## config.mk

```make
export PLATFORM = sky130hd
export DESIGN_NAME = pmem_arbiter
export DESIGN_NICKNAME = d
export VERILOG_FILES = /design/src/rtl/pmem_arbiter.sv
export SDC_FILE = /design/constraint.sdc
export NUM_CORES = 1
export LEC_CHECK = 0
export ABC_AREA = 0
export BUFFER_PORTS_ARGS = -buffer_cell sky130_fd_sc_hd__buf_2
export CAP_MARGIN = 0
export CORE_AREA = 2 2 275 277
export CTS_CLUSTER_SIZE = 30
export DETAILED_ROUTE_END_ITERATION = 12
export DIE_AREA = 0 0 277 279
export PLACE_DENSITY = 0.48
export SLEW_MARGIN = 25
export SYNTH_ARGS = -nofsm -noshare
export SYNTH_HDL_FRONTEND = slang
export SYNTH_SLANG_ARGS = --single-unit
```

## constraint.sdc

```tcl
create_clock -name clk -period 1.6 [get_ports clk]
set_input_delay 0.32 -clock clk [delete_from_list [all_inputs] [get_ports clk]]
set_output_delay 0.32 -clock clk [all_outputs]
set_load 0.02 [all_outputs]
```

## src/rtl/pmem_arbiter.sv

```systemverilog
// pmem_arbiter: shares one physical-memory port between an I-cache and a
// D-cache. One transaction at a time: IDLE -> SERVE_I/SERVE_D -> DONE -> IDLE.
// Optional feature: define PMEM_ARBITER_RR_EN for round-robin arbitration of
// simultaneous requests; otherwise the D-cache always wins a contest.
module pmem_arbiter (
   input  logic         clk,
   input  logic         reset,
   input  logic         icache_pmem_read,
   input  logic [15:0]  icache_pmem_address,
   output logic [127:0] icache_pmem_rdata,
   output logic         icache_pmem_resp,
   input  logic         dcache_pmem_read,
   input  logic         dcache_pmem_write,
   input  logic [15:0]  dcache_pmem_address,
   input  logic [127:0] dcache_pmem_wdata,
   output logic [127:0] dcache_pmem_rdata,
   output logic         dcache_pmem_resp,
   output logic         pmem_read,
   output logic         pmem_write,
   output logic [15:0]  pmem_address,
   output logic [127:0] pmem_wdata,
   input  logic [127:0] pmem_rdata,
   input  logic         pmem_resp
);

   typedef enum logic [1:0] {IDLE, SERVE_I, SERVE_D, DONE} state_t;

   state_t        state, state_next;
   logic [15:0]   addr_q;
   logic [127:0]  wdata_q;
   logic [127:0]  line_q;
   logic          write_q;
   logic          grant_d_q;
   logic          i_req, d_req, any_req, pick_d, serving, start;

   assign i_req   = icache_pmem_read;
   assign d_req   = dcache_pmem_read | dcache_pmem_write;
   assign any_req = i_req | d_req;
   assign start   = (state == IDLE) && any_req;
   assign serving = (state == SERVE_I) || (state == SERVE_D);

`ifdef PMEM_ARBITER_RR_EN
   logic last_d_q;

   // Contest goes to whichever requester was not granted last
   always_comb begin
      pick_d = d_req & (~i_req | ~last_d_q);
   end

   // Grant history: reset to I-cache so the first contest favours the D-cache
   always_ff @(posedge clk) begin
      if (reset) begin
         last_d_q <= 1'b0;
      end else if (start) begin
         last_d_q <= pick_d;
      end
   end
`else
   // Fixed priority: D-cache wins whenever it requests
   always_comb begin
      pick_d = d_req;
   end
`endif

   // State register
   always_ff @(posedge clk) begin
      if (reset) begin
         state <= IDLE;
      end else begin
         state <= state_next;
      end
   end

   // Next-state logic
   always_comb begin
      state_next = state;
      unique case (state)
         IDLE:    if (any_req) state_next = pick_d ? SERVE_D : SERVE_I;
         SERVE_I,
         SERVE_D: if (pmem_resp) state_next = DONE;
         DONE:    state_next = IDLE;
         default: state_next = IDLE;
      endcase
   end

   // Latch the granted transaction at grant time; capture the line on pmem_resp
   always_ff @(posedge clk) begin
      if (reset) begin
         addr_q    <= '0;
         wdata_q   <= '0;
         line_q    <= '0;
         write_q   <= 1'b0;
         grant_d_q <= 1'b0;
      end else begin
         if (start) begin
            grant_d_q <= pick_d;
            addr_q    <= pick_d ? dcache_pmem_address : icache_pmem_address;
            wdata_q   <= pick_d ? dcache_pmem_wdata : '0;
            // read+write together counts as a write
            write_q   <= pick_d & dcache_pmem_write;
         end
         if (serving && pmem_resp) begin
            line_q <= pmem_rdata;
         end
      end
   end

   // Outputs: memory bus only live while serving, resp only in DONE
   always_comb begin
      pmem_read         = serving & ~write_q;
      pmem_write        = serving & write_q;
      pmem_address      = serving ? addr_q : '0;
      pmem_wdata        = serving ? wdata_q : '0;
      icache_pmem_resp  = (state == DONE) & ~grant_d_q;
      dcache_pmem_resp  = (state == DONE) & grant_d_q;
      icache_pmem_rdata = line_q;
      dcache_pmem_rdata = line_q;
   end

endmodule
```

Word-level counts from Yosys, hierarchy flattened
Index checks and enable logic that the tools add are counted.
{ "word_totals": {"ram_bits": 0, "reg_bits": 276, "input_bits": 294, "latchBits": 0, "romBits": 0, "n_memories": 0, "wordCells": 34, "out_inout_bits": 404} }
{ "op_classes": {"n_addsub": 0, "shifts": 0, "reduce_logical": 6, "muxes": 8, "n_eq_ne": 5, "div_mod_pow": 0, "n_lt_le_gt_ge": 0, "bitwise_logic": 9, "mul": 0} }
{ "ops": {"columns": ["op", "count"], "rows": [
  ["$mux W128", 2],
  ["$mux W16", 2],
  ["$mux W2", 3],
  ["$pmux W2 S3", 1],
  ["$and A1 B1 Y1", 5],
  ["$eq A2 B2 Y1 const B", 2],
  ["$ne A2 B2 Y1 const B", 2],
  ["$eq A2 B1 Y1 const B", 1],
  ["$logic_and A1 B1 Y1", 2],
  ["$logic_not A2 Y1", 1],
  ["$not A1 Y1", 2],
  ["$or A1 B1 Y1", 2],
  ["$reduce_and A2 Y1", 1],
  ["$reduce_or A2 Y1", 1],
  ["$logic_or A1 B1 Y1", 1]
]} }

Depth between registers and ports, before layout
{ "depth": {"depth_word": 4, "mapped_depth": 8, "mapped_depth_nobuf": 5} }

Worst setup path after synthesis
OpenSTA, ideal clock, no wires.
{ "synth_timing": {"path_kind": "reg2out", "start": "register state[0]", "end": "output port pmem_address[11]", "path_buffers": 2, "setup_slack_ps": -158, "stages_incl_launch_ff": 6, "arrival_time_ps": 1438, "required_ps": 1280, "cell_sequence": "dfxtp_1 > inv_1 > ha_1 > clkbuf_1 > clkbuf_1 > and2_1"} }
{ "synth_between": {"elab_chain_cells": 3, "word_cells_on_any_way": 4, "classes_between": "eq/ne: 2; mux: 1; reduce/logical: 1"} }
{ "synth_lines": {"columns": ["item", "line_no", "rtl"], "rows": [
  ["from (decl)", "28", "state_t state, state_next;"],
  ["from (signal assigned)", "70", "state <= state_next;"],
  ["$eq A2 B1 Y1 / $eq A2 B2 Y1 (equally long branches)", "40", "assign serving = (state == SERVE_I) || (state == SERVE_D);"],
  ["$logic_or A1 B1 Y1 *", "40", null],
  ["$mux W16 *", "112", "pmem_address = serving ? addr_q : '0;"],
  ["to (decl)", "20", "output logic [15:0] pmem_address,"]
]} }
Every way passes the cells marked *; elsewhere a longest branch is shown, timed or not.

Final worst setup path
{ "layout_timing": {"start": "register state[0]", "end": "output port pmem_wdata[16]"} }
{ "layout_between": {"elab_chain_cells": 3, "word_cells_on_any_way": 4, "classes_between": "eq/ne: 2; mux: 1; reduce/logical: 1"} }
{ "layout_lines": {"columns": ["item", "line_no", "rtl"], "rows": [
  ["$eq A2 B1 Y1 / $eq A2 B2 Y1 (equally long branches)", "40", null],
  ["$logic_or A1 B1 Y1 *", "40", null],
  ["$mux W128 *", "113", "pmem_wdata = serving ? wdata_q : '0;"],
  ["to (decl)", "21", "output logic [127:0] pmem_wdata,"]
]} }
Marks and branches as above.

==> results.yml <==
clock_tree:
  cts.sinks: 276
  cts.clk_slew.worst_paths_ps: 60
  cts_tree: "built"
  h-tree-depth: 2
  clk_latency_ps: 540
  cts_root_buf: "clkbuf_16"
  clockBufferDepth: 3
  numCtsBuffers: 34
placement:
  place_hpwl_mm: 36.98
  gp_congestion: 0.7523
  portBuffers: 697
  dp.cells: 2783
  placed_area_um2: 15540
synth:
  netlist_area_um2: 11190
  synth_mux_area_share_pct: 0
  synth_fa_ha_area_share_pct: 0.2237
  syn_area_per_cell_um2: 8.929
  synth_top_family_by_area: "simple AND/OR/NAND/NOR gates"
  ys_warn_count: 0
  ys_top_cells_by_area: "dfxtp_1 49%, a22o_1 10%, nand2_1 9.3%"
  synth-seq-cells: 276
  syn_inst: 1253
  synth_compound_area_share_pct: 18.40
  synth.top_cell.area_share_pct: 49.38
  synth-simple-area-share_pct: 18.52
  seq_area_frac_synth_pct: 49.38
  synth_area_leader_cell: "dfxtp_1"
  synth-xor-area-share_pct: 0
  ys_types: 25
  synthesis.nets: 1549
power:
  vdd_ir_drop_max_uv: 1055
  clock_power_share_pct: 23.6
  leakagePower_nw: 9.567
  power_switching_share_pct: 38.17
  total_power_mw: 34.71
  seqPwrFrac_pct: 28.1
  combPwrFrac_pct: 48.3
  p_sw_mw: 13.25
  p_per_area_nw_per_um2: 1712
  internal-power_mw: 21.46
timing:
  drv_slew: 0
  hold_viol: 0
  period_share_pct: 140.3
  finalWorstSetupSlack_ps: -644.1
  clock.fmax_mhz: 445.6
  final.min_clock_period_ps: 2244
  worst_pin_slew_ps: 391.2
  rsz0062_at_grt: "true"
  hold_slack_ps: 39.37
  setup_viol: 279
  relSlewSlack_pct: 73.25
  fin_worst_skew_ps: 17.30
detailed_routing:
  vias: 11791
  drc_errors: 0
  dr.pass1.iters: 5
  final_antenna_net_count: 0
  wl_met1_mm: 20.54
  drt-initial-drc-count: 370
  routed.top_layer: "met5"
  vias_per_cell: 3.817
  drt-total-wl_mm: 52.56
  met2_length_mm: 26.61
  routedWlPerCell_um: 17.01
  wl_met3_mm: 3.590
critical_path:
  cp_data_required_time_ps: 1280
  cpPeakStageDelay_ps: 340
  cp_max_fo: 8
  r2r_setup_slack_ps: -240
  crit_top_cell: "buf_12"
  reg2regPathDepth: 9
  cp-start-kind: "register"
  cp_top_family: "buffers and inverters"
  crit_buf_inv: 5
  arrival_ps: 1920
  crit_cells: 7
  cpMaxStageDelayCell: "dfxtp_2"
  cp_cell_sequence: "inv_2, ha_4, buf_12, buf_12, clkbuf_16, and2_4, buf_6"
  critPathCaptureType: "primary output"
  worst-setup-path-type: "reg2out"
finish:
  area_delta_synth_final_pct: 81.18
  final_cell_area_um2: 20270
  layoutNonFillerInstCount: 3089
  diodes: 0
  postLayoutCoreUtil_pct: 27.37
  drive_gt1_share_pct: 48.68
  fill_cells: 7852
  final_nets: 2394
global_route:
  grt_overflow: 0
  track_usage_pct: 12.18
  grt_max_degree: 57
  grt_pass1_vias: 11561
  grt_pass1_wl_mm: 71.93
  antenna_found_initial: 8
die:
  ios: 698
  die_w_um: 277
  die_y_um: 279
  die-area_um2: 77280
  rows: 100
  core_um2: 74070
  start_util_pct: 15.10
hold_path:
  worstHoldPathType: "in2reg"
  whs_path_depth: 3
outcome:
  status: "complete, but fails checks"
  violations: "setup timing"
run:
  drv_cap: 0
-- cells in the final DEF, fill, tap and decap left out, types with 3 or more instances in the layout --
cell,n
clkbuf_8,7
and2_2,81
a21oi_1,118
and2_1,6
a311oi_1,16
nand2_1,275
buf_12,28
bufinv_16,5
buf_2,604
dfxtp_1,274
clkbuf_1,7
nor2_1,19
nor2_4,3
buf_8,11
dlygate4sd3_1,221
o21ai_0,17
buf_6,83
clkbuf_16,48
a21oi_2,11
buf_4,72
and2_4,60
a22o_1,128
-- stage by stage --
| step | worst slack (ps) | TNS (ps) |
|---|---|---|
| 2_1_floorplan | -44.65 | -4465 |
| 3_3_place_gp | -239.6 | -38910 |
| 3_5_place_dp | -295.8 | -46280 |
| 4_1_cts | -743.5 | -120800 |
| 5_1_grt | -729.1 | -135280 |
| 6_report | -644.1 | -106310 |
-- path summary, 6_finish.rpt --
| kind | from | to |
|---|---|---|
| max | state[0] | pmem_wdata[16] |
| min | pmem_rdata[4] | dcache_pmem_rdata[4] |
| max reg2reg | state[0] | dcache_pmem_rdata[94] |
| min reg2reg | dcache_pmem_rdata[109] | dcache_pmem_rdata[109] |
-- sequential cells by signal, indices dropped and copies added (netlist names) --
name / count
state: 2
write_q: 1
wdata_q: 128
dcache_pmem_rdata: 128
addr_q: 16
grant_d_q: 1
-- routing by layer --
metal / global-route usage [%] / vias to the layer above
li1: - / 5756
met1: 13.63 / 5454
met2: 21.87 / 492
met3: 3.389 / 87
met4: 4.682 / 2
met5: 0 / -
-- cell families after synthesis --
kind of cell    Yosys count
compound gates          298
buf+inv                 229
simple gates            448
fa+ha+maj                 2
flops                   276
-- power groups by stage --
stage               sequential [mW]  clock (mW)  combinational [mW]
finish                         9.76        8.19                16.8
detailed placement             9.81           0                13.0
global placement               9.85           0                12.9
floorplan                      10.2           0                7.66
CTS                            9.73        8.51                14.8
global route                   9.95        8.76                17.9
-- synthesized netlist by cell type --
cell type  number
a311oi_1       16
nor2_1         20
buf_1           6
inv_1           3
o31a_2          1
a22oi_1         2
buf_8           1
o21ai_2         1
clkbuf_1       32
ha_1            2
a2111oi_0       1
nor2b_1         3
and2_1        147
o21ai_0        17
dfxtp_1       276
nand2_1       276
a22o_1        128
a211oi_1        1
nor2_4          2
buf_2          44
a21oi_1       129
buf_4         131
buf_6          12
a31o_2          1
a21o_1          1
-- worst min-delay path: stages --
cell     delay (ps)
buf_2           100
nand2_1          50
a21oi_1          50
-- timing repair --
action / 4_1_cts / 5_1_grt
hold endpoints to repair: 221 / 0
gates cloned: 2 / 18
hold buffers: 221 / 0
pin swaps: 16 / 38
setup endpoints to repair: 282 / 293
setup buffers: 7 / 1
gates resized for setup: 148 / 133
-- layout make-up --
type | count | area (um2) | area share, %
tap | 969 | 1212 | 5.981
clock inverter | 10 | 197.7 | 0.9752
clock buffer | 48 | 973.4 | 4.802
multi-input combinational | 748 | 4507 | 22.23
timing repair buffer | 1035 | 7841 | 38.68
sequential | 276 | 5528 | 27.27
inverter | 3 | 11.26 | 0.05555
(Power assumes the default switching activity.)
